## src/rtl/imem_port_arbiter.sv

```systemverilog
// imem_port_arbiter: shares the single instruction/program memory port between
// ICache refill (port 0), DCache refill/store (port 1) and the UART loader (port 2).
// One burst is owned at a time; beats are issued one per cycle, read data is
// returned MEM_LAT cycles later and routed to the owner, then done pulses.
// Build option: define IMEM_ARB_RR_EN for round-robin between ports 0 and 1;
// without it ports 0/1 use fixed priority (1 over 0). Port 2 always wins.
module imem_port_arbiter #(
  parameter int ADDR_W    = 32,
  parameter int DATA_W    = 32,
  parameter int MAX_BURST = 8,
  parameter int MEM_LAT   = 1
) (
  input  logic                  clk,
  input  logic                  rst,
  input  logic [2:0]            req,
  input  logic [2:0]            we,
  input  logic [3*ADDR_W-1:0]   addr,
  input  logic [11:0]           len,
  input  logic [3*DATA_W-1:0]   wdata,
  output logic [2:0]            gnt,
  output logic [2:0]            rvalid,
  output logic [DATA_W-1:0]     rdata,
  output logic [2:0]            done,
  output logic                  busy,
  output logic                  mem_en,
  output logic                  mem_we,
  output logic [ADDR_W-1:0]     mem_addr,
  output logic [DATA_W-1:0]     mem_wdata,
  input  logic [DATA_W-1:0]     mem_rdata
);

  typedef enum logic [1:0] {S_IDLE, S_GRANT, S_BURST, S_DRAIN} state_t;

  localparam logic [3:0]        MAX_B     = 4'(MAX_BURST);
  localparam logic [ADDR_W-1:0] WORD_MASK = {{(ADDR_W-2){1'b1}}, 2'b00};
  localparam logic [ADDR_W-3:0] WA_ONE    = {{(ADDR_W-3){1'b0}}, 1'b1};

  state_t              state_q, state_d;
  logic [2:0]          gnt_q, gnt_d;
  logic [ADDR_W-3:0]   wa_q, wa_d;        // next word address to issue
  logic [3:0]          beats_q, beats_d;  // beats still to issue after the current one
  logic [3:0]          rem_q, rem_d;      // read beats not yet returned to the owner
  logic                mem_en_q, mem_en_d;
  logic                mem_we_q, mem_we_d;
  logic [ADDR_W-1:0]   mem_addr_q, mem_addr_d;
  logic [DATA_W-1:0]   mem_wdata_q, mem_wdata_d;
  logic [MEM_LAT-1:0]  pipe_q, pipe_d;    // read-in-flight tracker, one bit per cycle of latency
  logic [2:0]          rvalid_q, rvalid_d;
  logic [DATA_W-1:0]   rdata_q, rdata_d;
  logic [2:0]          done_q, done_d;
  logic [2:0]          win;
  logic [ADDR_W-1:0]   sel_addr;
  logic [3:0]          sel_len;
  logic                sel_we;
  logic [DATA_W-1:0]   sel_wdata;
  logic [3:0]          eff_len;
`ifdef IMEM_ARB_RR_EN
  logic                rr_last_q, rr_last_d; // 1: port 1 was served last among ports 0/1
`endif

  // Arbitration: port 2 absolute, then ports 0/1 by round-robin or fixed priority
  always_comb begin
    win = 3'b000;
    if (req[2]) begin
      win = 3'b100;
`ifdef IMEM_ARB_RR_EN
    end else if (req[1] && req[0]) begin
      win = rr_last_q ? 3'b001 : 3'b010;
`endif
    end else if (req[1]) begin
      win = 3'b010;
    end else if (req[0]) begin
      win = 3'b001;
    end
  end

  // Owner's request fields, selected by the registered grant
  always_comb begin
    case (gnt_q)
      3'b010: begin
        sel_addr  = addr[ADDR_W +: ADDR_W];
        sel_len   = len[4 +: 4];
        sel_we    = we[1];
        sel_wdata = wdata[DATA_W +: DATA_W];
      end
      3'b100: begin
        sel_addr  = addr[2*ADDR_W +: ADDR_W];
        sel_len   = len[8 +: 4];
        sel_we    = we[2];
        sel_wdata = wdata[2*DATA_W +: DATA_W];
      end
      default: begin
        sel_addr  = addr[0 +: ADDR_W];
        sel_len   = len[0 +: 4];
        sel_we    = we[0];
        sel_wdata = wdata[0 +: DATA_W];
      end
    endcase
    // Writes are always single-beat; zero length means one beat
    if (sel_we || sel_len == 4'd0) eff_len = 4'd1;
    else if (sel_len > MAX_B)      eff_len = MAX_B;
    else                           eff_len = sel_len;
  end

  // Next-state, beat sequencing and read-return routing
  always_comb begin
    state_d     = state_q;
    gnt_d       = gnt_q;
    wa_d        = wa_q;
    beats_d     = beats_q;
    rem_d       = rem_q;
    mem_en_d    = 1'b0;
    mem_we_d    = 1'b0;
    mem_addr_d  = mem_addr_q;
    mem_wdata_d = mem_wdata_q;
    rvalid_d    = 3'b000;
    rdata_d     = rdata_q;
    done_d      = 3'b000;
`ifdef IMEM_ARB_RR_EN
    rr_last_d   = rr_last_q;
`endif
    pipe_d[0] = mem_en_q & ~mem_we_q;
    for (int i = 1; i < MEM_LAT; i++) pipe_d[i] = pipe_q[i-1];
    // A read issued MEM_LAT cycles ago has its data on mem_rdata now
    if (pipe_q[MEM_LAT-1]) begin
      rvalid_d = gnt_q;
      rdata_d  = mem_rdata;
      rem_d    = rem_q - 4'd1;
    end
    case (state_q)
      S_IDLE: begin
        // The cycle showing done still carries the old owner's req; skip it
        if (|req && !(|done_q)) begin
          gnt_d   = win;
          state_d = S_GRANT;
`ifdef IMEM_ARB_RR_EN
          if (win[0]) rr_last_d = 1'b0;
          if (win[1]) rr_last_d = 1'b1;
`endif
        end
      end
      S_GRANT: begin
        // Latch the request and put beat 0 on the bus for the first BURST cycle
        mem_en_d    = 1'b1;
        mem_we_d    = sel_we;
        mem_addr_d  = sel_addr & WORD_MASK;
        mem_wdata_d = sel_we ? sel_wdata : mem_wdata_q;
        wa_d        = sel_addr[ADDR_W-1:2] + WA_ONE;
        beats_d     = eff_len - 4'd1;
        rem_d       = sel_we ? 4'd0 : eff_len;
        state_d     = S_BURST;
      end
      S_BURST: begin
        if (beats_q != 4'd0) begin
          mem_en_d   = 1'b1;
          mem_addr_d = {wa_q, 2'b00};
          wa_d       = wa_q + WA_ONE;
          beats_d    = beats_q - 4'd1;
        end else begin
          state_d = S_DRAIN;
        end
      end
      S_DRAIN: begin
        if (rem_q == 4'd0) begin
          done_d  = gnt_q;
          gnt_d   = 3'b000;
          state_d = S_IDLE;
        end
      end
      default: state_d = S_IDLE;
    endcase
  end

  // State and output registers; reset abandons any in-flight reads
  always_ff @(posedge clk) begin
    if (rst) begin
      state_q     <= S_IDLE;
      gnt_q       <= 3'b000;
      wa_q        <= '0;
      beats_q     <= 4'd0;
      rem_q       <= 4'd0;
      mem_en_q    <= 1'b0;
      mem_we_q    <= 1'b0;
      mem_addr_q  <= '0;
      mem_wdata_q <= '0;
      pipe_q      <= '0;
      rvalid_q    <= 3'b000;
      rdata_q     <= '0;
      done_q      <= 3'b000;
`ifdef IMEM_ARB_RR_EN
      rr_last_q   <= 1'b1;
`endif
    end else begin
      state_q     <= state_d;
      gnt_q       <= gnt_d;
      wa_q        <= wa_d;
      beats_q     <= beats_d;
      rem_q       <= rem_d;
      mem_en_q    <= mem_en_d;
      mem_we_q    <= mem_we_d;
      mem_addr_q  <= mem_addr_d;
      mem_wdata_q <= mem_wdata_d;
      pipe_q      <= pipe_d;
      rvalid_q    <= rvalid_d;
      rdata_q     <= rdata_d;
      done_q      <= done_d;
`ifdef IMEM_ARB_RR_EN
      rr_last_q   <= rr_last_d;
`endif
    end
  end

  assign gnt       = gnt_q;
  assign rvalid    = rvalid_q;
  assign rdata     = rdata_q;
  assign done      = done_q;
  assign busy      = (state_q != S_IDLE);
  assign mem_en    = mem_en_q;
  assign mem_we    = mem_we_q;
  assign mem_addr  = mem_addr_q;
  assign mem_wdata = mem_wdata_q;

endmodule

```

## config.mk

```make
export PLATFORM = sky130hd
export DESIGN_NAME = imem_port_arbiter
export DESIGN_NICKNAME = d
export VERILOG_FILES = /design/src/rtl/imem_port_arbiter.sv
export SDC_FILE = /design/constraint.sdc
export NUM_CORES = 1
export LEC_CHECK = 0
export CAP_MARGIN = 30
export CORE_ASPECT_RATIO = 1.25
export CORE_MARGIN = 2
export CORE_UTILIZATION = 35
export DETAILED_ROUTE_END_ITERATION = 10
export GPL_ROUTABILITY_DRIVEN = 1
export PLACE_DENSITY_LB_ADDON = 0.05
export REMOVE_ABC_BUFFERS = 1
export SKIP_LAST_GASP = 1
export SLEW_MARGIN = 5
export SYNTH_ARGS = -nofsm -noshare
export SYNTH_HDL_FRONTEND = slang
export SYNTH_SLANG_ARGS = --single-unit
```

## constraint.sdc

```tcl
create_clock -name clk -period 2.75 [get_ports clk]
set_input_delay 0.55 -clock clk [delete_from_list [all_inputs] [get_ports clk]]
set_output_delay 0.55 -clock clk [all_outputs]
set_load 0.05 [all_outputs]
```

* After elaboration in Yosys (flattened, before gate mapping)
Index checks and enable logic that the tools add are counted.
** Operators by class
- $add $sub $neg :: 5
- Order comparisons :: 1
- Equal/unequal tests :: 9
- Multiplexer cells :: 27
- Bitwise operators :: 6
- Reduce and logical (&&, ||, !) cells :: 20
** Operators with widths (number)
- 32-bit case mux with 2 select lines :: 3
- 30-bit by 1-bit adder with 30-bit output, second input constant :: 2
- 30-bit case mux with 2 select lines :: 1
- 32-bit 2-to-1 mux :: 1
- 30-bit 2-to-1 mux :: 1
- 4-bit 2-to-1 mux :: 6
- 4-bit case mux with 2 select lines :: 2
- 4-bit by 1-bit subtractor with 4-bit output, second input constant :: 3
- 3-bit 2-to-1 mux :: 3
- 3-bit OR reduction :: 3
- 4-bit zero test :: 2
- 2-bit 2-to-1 mux :: 4
- 2-bit != test, second input constant :: 4
- 2-bit case mux with 4 select lines :: 1
- 2-bit nonzero test :: 4
- 3-bit case mux with 2 select lines :: 1
- 3-bit AND reduction :: 2
- 1-bit NOT :: 5
- 2-bit equality test, second input constant :: 2
- 4-bit > comparator, second input constant :: 1
- 1-bit case mux with 2 select lines :: 2
- 2-bit AND reduction :: 2
- 4-bit nonzero test :: 1
- 2-bit OR reduction :: 2
- other kinds (9) :: 10
** Word-level totals
- Register bits :: 148
- Input bits :: 244
- Logic and storage cells :: 81

* Depth between registers and ports, before layout
- Word-level depth :: 7
- Gate-level depth with buffers :: 16

* Worst setup path before layout
Ideal clock, no wire load.
- Path kind :: register to register
- Start :: register gnt_q[1] (netlist: gnt[1])
- End :: register beats_q[2]
- Setup time :: 0.132 ns
- Arrival time :: 3.005 ns
- Slack :: -0.388 ns
- Cell stages (with the launch flop) :: 16
- Path through :: dfxtp_1 > buf_6 > buf_6 > buf_6 > buf_2 > buf_1 > a22oi_1 > mux2i_1 > a21oi_1 > a221o_1 > a211o_1 > o21ai_0 > ha_1 > o21ai_0 > a21oi_1 > a21oi_1
** On the way
- Cells in the longest elaborated chain, start to end :: 7
- Elaborated cells on any way between the ends :: 11
- Those cells by class :: add/sub (1); order compare (1); eq/ne (2); mux (5); reduce/logical (2)
** Ends and longest elaborated chain
- start, declared :: line 39 : logic [2:0] gnt_q, gnt_d;
- start signal, assigned :: line 195 : gnt_q <= gnt_d;
- 3-bit equality test or 3-bit by 2-bit equality test with 1-bit output (tied branches) :: line 79 : case (gnt_q)
- 4-bit case mux with 2 select lines :: line 79
- 4-bit > comparator or 4-bit zero test (tied branches) :: line 101, 100
- 4-bit 2-to-1 mux or 1-bit logical OR (tied branches) :: line 101, 100
- 4-bit 2-to-1 mux (*) :: line 100 : if (sel_we || sel_len == 4'd0) eff_len = 4'd1;
- 4-bit by 1-bit subtractor with 4-bit output (*) :: line 149 : beats_d = eff_len - 4'd1;
- 4-bit case mux with 2 select lines (*) :: line 130 : case (state_q)
- end signal, assigned :: line 197 : beats_q <= beats_d;
- end, declared :: line 41 : logic [3:0] beats_q, beats_d;
Mark *: on every way between the ends. The rest lies on a longest branch, timed or not.
A chain may end at the register's enable or synchronous reset.

* Worst setup path after layout
- Start :: register state_q[0]
- End :: register wa_q[13]
** On the way
- Cells in the longest elaborated chain, start to end :: 3
- Elaborated cells on any way between the ends :: 6
- Those cells by class :: eq/ne (3); mux (1); reduce/logical (2)
** Ends and longest elaborated chain
- start, declared :: line 38 : state_t state_q, state_d;
- start signal, assigned :: line 194 : state_q <= state_d;
- 2-bit equality test or 2-bit by 1-bit equality test with 1-bit output (tied branches) :: line 130
- 2-bit != test (no line) or 2-bit nonzero test (tied branches)
- 2-bit AND reduction (no line)
- end signal, assigned :: line 196 : wa_q <= wa_d;
- end, declared :: line 40 : logic [ADDR_W-3:0] wa_q, wa_d;
Several ways; a longest one is shown, not always the timed one.

==> results_dict.tcl <==
set metrics [dict create \
    synth.avg_cell_area_um2 7.88 \
    clk_pin_slew_ps 70 \
    area_delta_synth_final_pct 63.2 \
    period_needed_ps 2790 \
    power_w 0.0140 \
    drt-total-wl_um 34100 \
    avgRoutedWirePerCell_um 18.4 \
    power_density_nw_per_um2 986 \
    ys_async_sr_fraction_pct 0 \
    io_pins 352 \
    drc_errors 0 \
    synthTopCellsByArea "dfxtp_1 (34%), a21oi_1 (8.2%), nor2_1 (8.0%), mux2i_1 (5.1%), a22oi_1 (4.1%)" \
    gp_congestion 0.826 \
    place_inst 1799 \
    final_hold_viol_count 0 \
    place_hpwl_um 24200 \
    grt_max_degree 70 \
    synth-seq-cells 146 \
    start_util_pct 35.5 \
    tightest_slew_ps 674 \
    synthCells 1105 \
    startpoint_type "register" \
    final_nets 1768 \
    firstDrtPassIters 5 \
    vias 9789 \
    yosysSeqAreaShare_pct 33.6 \
    numCtsBuffers 17 \
    violations "negative setup slack" \
    synthDistinctLibCells 79 \
    cts_num_sinks 146 \
    grt_pass1_vias 9281 \
    core_um2 24500 \
    cts.root.buffer_cell "clkbuf_16" \
    crit_fanout 8 \
    finalClockSkew_ps 7.05 \
    hold_ws_ps 453 \
    vias_per_cell 5.26 \
    synth_area_um2 8710 \
    dieArea_um2 26200 \
    drive_above_1_share_pct 16.5 \
    yosysTopAreaCell "dfxtp_1" \
    die_x_um 145 \
    worstSetupEndpointType "register" \
    synth_edf_count 0 \
    port_buffers 343 \
    clock_path_buffers 2 \
    fmax_mhz 359 \
    grt_use_total_pct 25.0 \
    r2r_cells 12 \
    min_path_type "reg -> reg" \
    relSlewSlack_pct 55.1 \
    fin_ws_ps -35.9 \
    rsz0062_at_grt "true" \
    drtIter0Drc 464 \
    antenna_found_initial 1 \
    status "complete, but fails checks" \
    ant_nets 0 \
    fin_cells 1860 \
    cts_tree "built" \
    final_common_cell "clkdlybuf4s50_1" \
    finalSetupViolations 2 \
    synth_ff_type "dfxtp_1" \
    crit_type "reg -> reg" \
    ys_warn_count 0 \
    yosysTopAreaCellShare_pct 33.6 \
    post-place-ws_ps -487 \
    cts-htree-levels 4 \
    worstSkewPairLatency_ps 440 \
    rows 64 \
    gr-total-overflow 0 \
    final_cell_mix "clkdlybuf4s50_1 (339), nor2_1 (182), a21oi_1 (141), dfxtp_1 (141), buf_4 (131)" \
    slew_viol_final 0 \
    holdPathStages 2 \
    critPathArrivalTime_ps 3100 \
    dieHeight_um 180 \
    grt_pass1_wl_um 52200 \
    cp.required_ps 3060 \
    maxCapViolCount 0 \
    ir_worst_vdd_mv 0.628 \
    min_period_over_period_pct 101 \
    power.leakage_nw 5.39 \
]
-- synth_stat cells (3+ instances only) --
master	n
buf_2	13
o311a_1	3
o32ai_1	4
or3b_1	4
or2_2	4
nand3b_1	5
xnor2_1	14
dfxtp_1	146
a21oi_1	142
nand2_1	90
nand2b_1	18
o211ai_1	5
nor3_1	14
buf_4	7
a221oi_1	3
a32o_1	4
o22ai_1	11
nand3_1	10
buf_6	7
nand4_1	6
mux2i_1	44
nor3b_1	21
inv_1	17
clkbuf_1	58
o21a_1	7
a22o_1	39
a211oi_1	36
o21bai_1	5
xor2_1	12
a21boi_0	5
o21ai_0	17
and2_1	10
ha_1	8
a22oi_1	47
o221ai_1	8
nor2b_1	8
buf_1	14
nor2_1	185
-- final timing paths --
kind	start	slack [ps]	to
setup / recovery	state_q[0]$_SDFFE_PP0P_	-40	wa_q[13]$_SDFFE_PP0P_
hold / removal	mem_addr[6]$_SDFFE_PP0P_	450	mem_addr[6]$_SDFFE_PP0P_
setup reg to reg	state_q[0]$_SDFFE_PP0P_	-40	wa_q[13]$_SDFFE_PP0P_
hold reg to reg	mem_addr[6]$_SDFFE_PP0P_	450	mem_addr[6]$_SDFFE_PP0P_
-- worst max-delay path: stages, from the launching register on --
cell and delay (ps):
dfxtp_2 340, inv_2 50, ha_4 200, buf_6 130, buf_4 120, mux2i_1 110, a22o_1 230, a221oi_4 370
nand4bb_4 210, or2_2 340, or3_1 350, a21oi_1 150, nor3_1 50
-- kinds of logic (layout without fill, tap and decap cells) --
| group | count (synthesis) | count (layout) | synth area share, % |
|---|---|---|---|
| adder cells (fa/ha/maj) | 8 | 8 | 1.15 |
| flip-flops | 146 | 146 | 33.6 |
| other | 1 | 3 | 0.0431 |
| XOR/XNOR | 26 | 26 | 2.62 |
| multiplexers | 44 | 44 | 5.06 |
| AO/OA/AOI/OAI | 362 | 362 | 29.0 |
| buffers and inverters | 119 | 542 | 6.35 |
| AND/OR/NAND/NOR | 399 | 399 | 22.2 |
-- registers in the layout, summed over array words and instances (netlist names), 3 cells and up --
name / cells
rdata: 32
rvalid: 3
done: 3
rem_q: 4
mem_addr: 30
wa_q: 30
beats_q: 4
gnt: 3
mem_wdata: 32
-- metrics by stage --
| step | cell area, um2 | util [%] | TNS (ps) |
|---|---|---|---|
| final | 14200 | 58.0 | -65.9 |
| after global routing | 14200 | 58.0 | -797 |
| after CTS | 13800 | 56.4 | -4.42 |
| after detailed placement | 13100 | 53.4 | -6140 |
| after global placement | 13100 | 53.4 | -5370 |
| after floorplan | 8230 | - | -179060 |
-- metal layers --
| layer | routed length, um | vias to the layer above | part of all wire (%) | GRT usage [%] |
|---|---|---|---|---|
| li1 | - | 4808 | - | - |
| met1 | 14000 | 4619 | 41 | 30.3 |
| met2 | 17200 | 320 | 50 | 44.4 |
| met3 | 2290 | 42 | 6.7 | 5.77 |
| met4 | 665 | 0 | 1.9 | 6.86 |
| met5 | 0 | - | 0 | 0 |
-- area by class of cell --
class / count / area (um2)
antenna: 1 / 2.50
clock buffer: 17 / 425
clock inverter: 15 / 140
fill: 2372 / 10300
inverter: 19 / 75.1
multi-input combinational: 841 / 5500
sequential: 146 / 2940
tap: 330 / 413
timing repair buffer: 491 / 4710
-- report_power, final --
part,internal (W),switching [W],total (W)
Clock,0.00120,0.00109,0.00228
Combinational,0.00371,0.00490,0.00861
Sequential,0.00273,0.000377,0.00311
Total,0.00764,0.00637,0.0140
-- timing repair --
item	4_1_cts	5_1_grt
cloned	0	1
buffers inserted	9	18
pin swaps	12	45
resized for setup	15	48
endpoints found under the setup margin	24	20
hold buffers	0	0
Note: power is estimated with default switching activity, not from simulation.
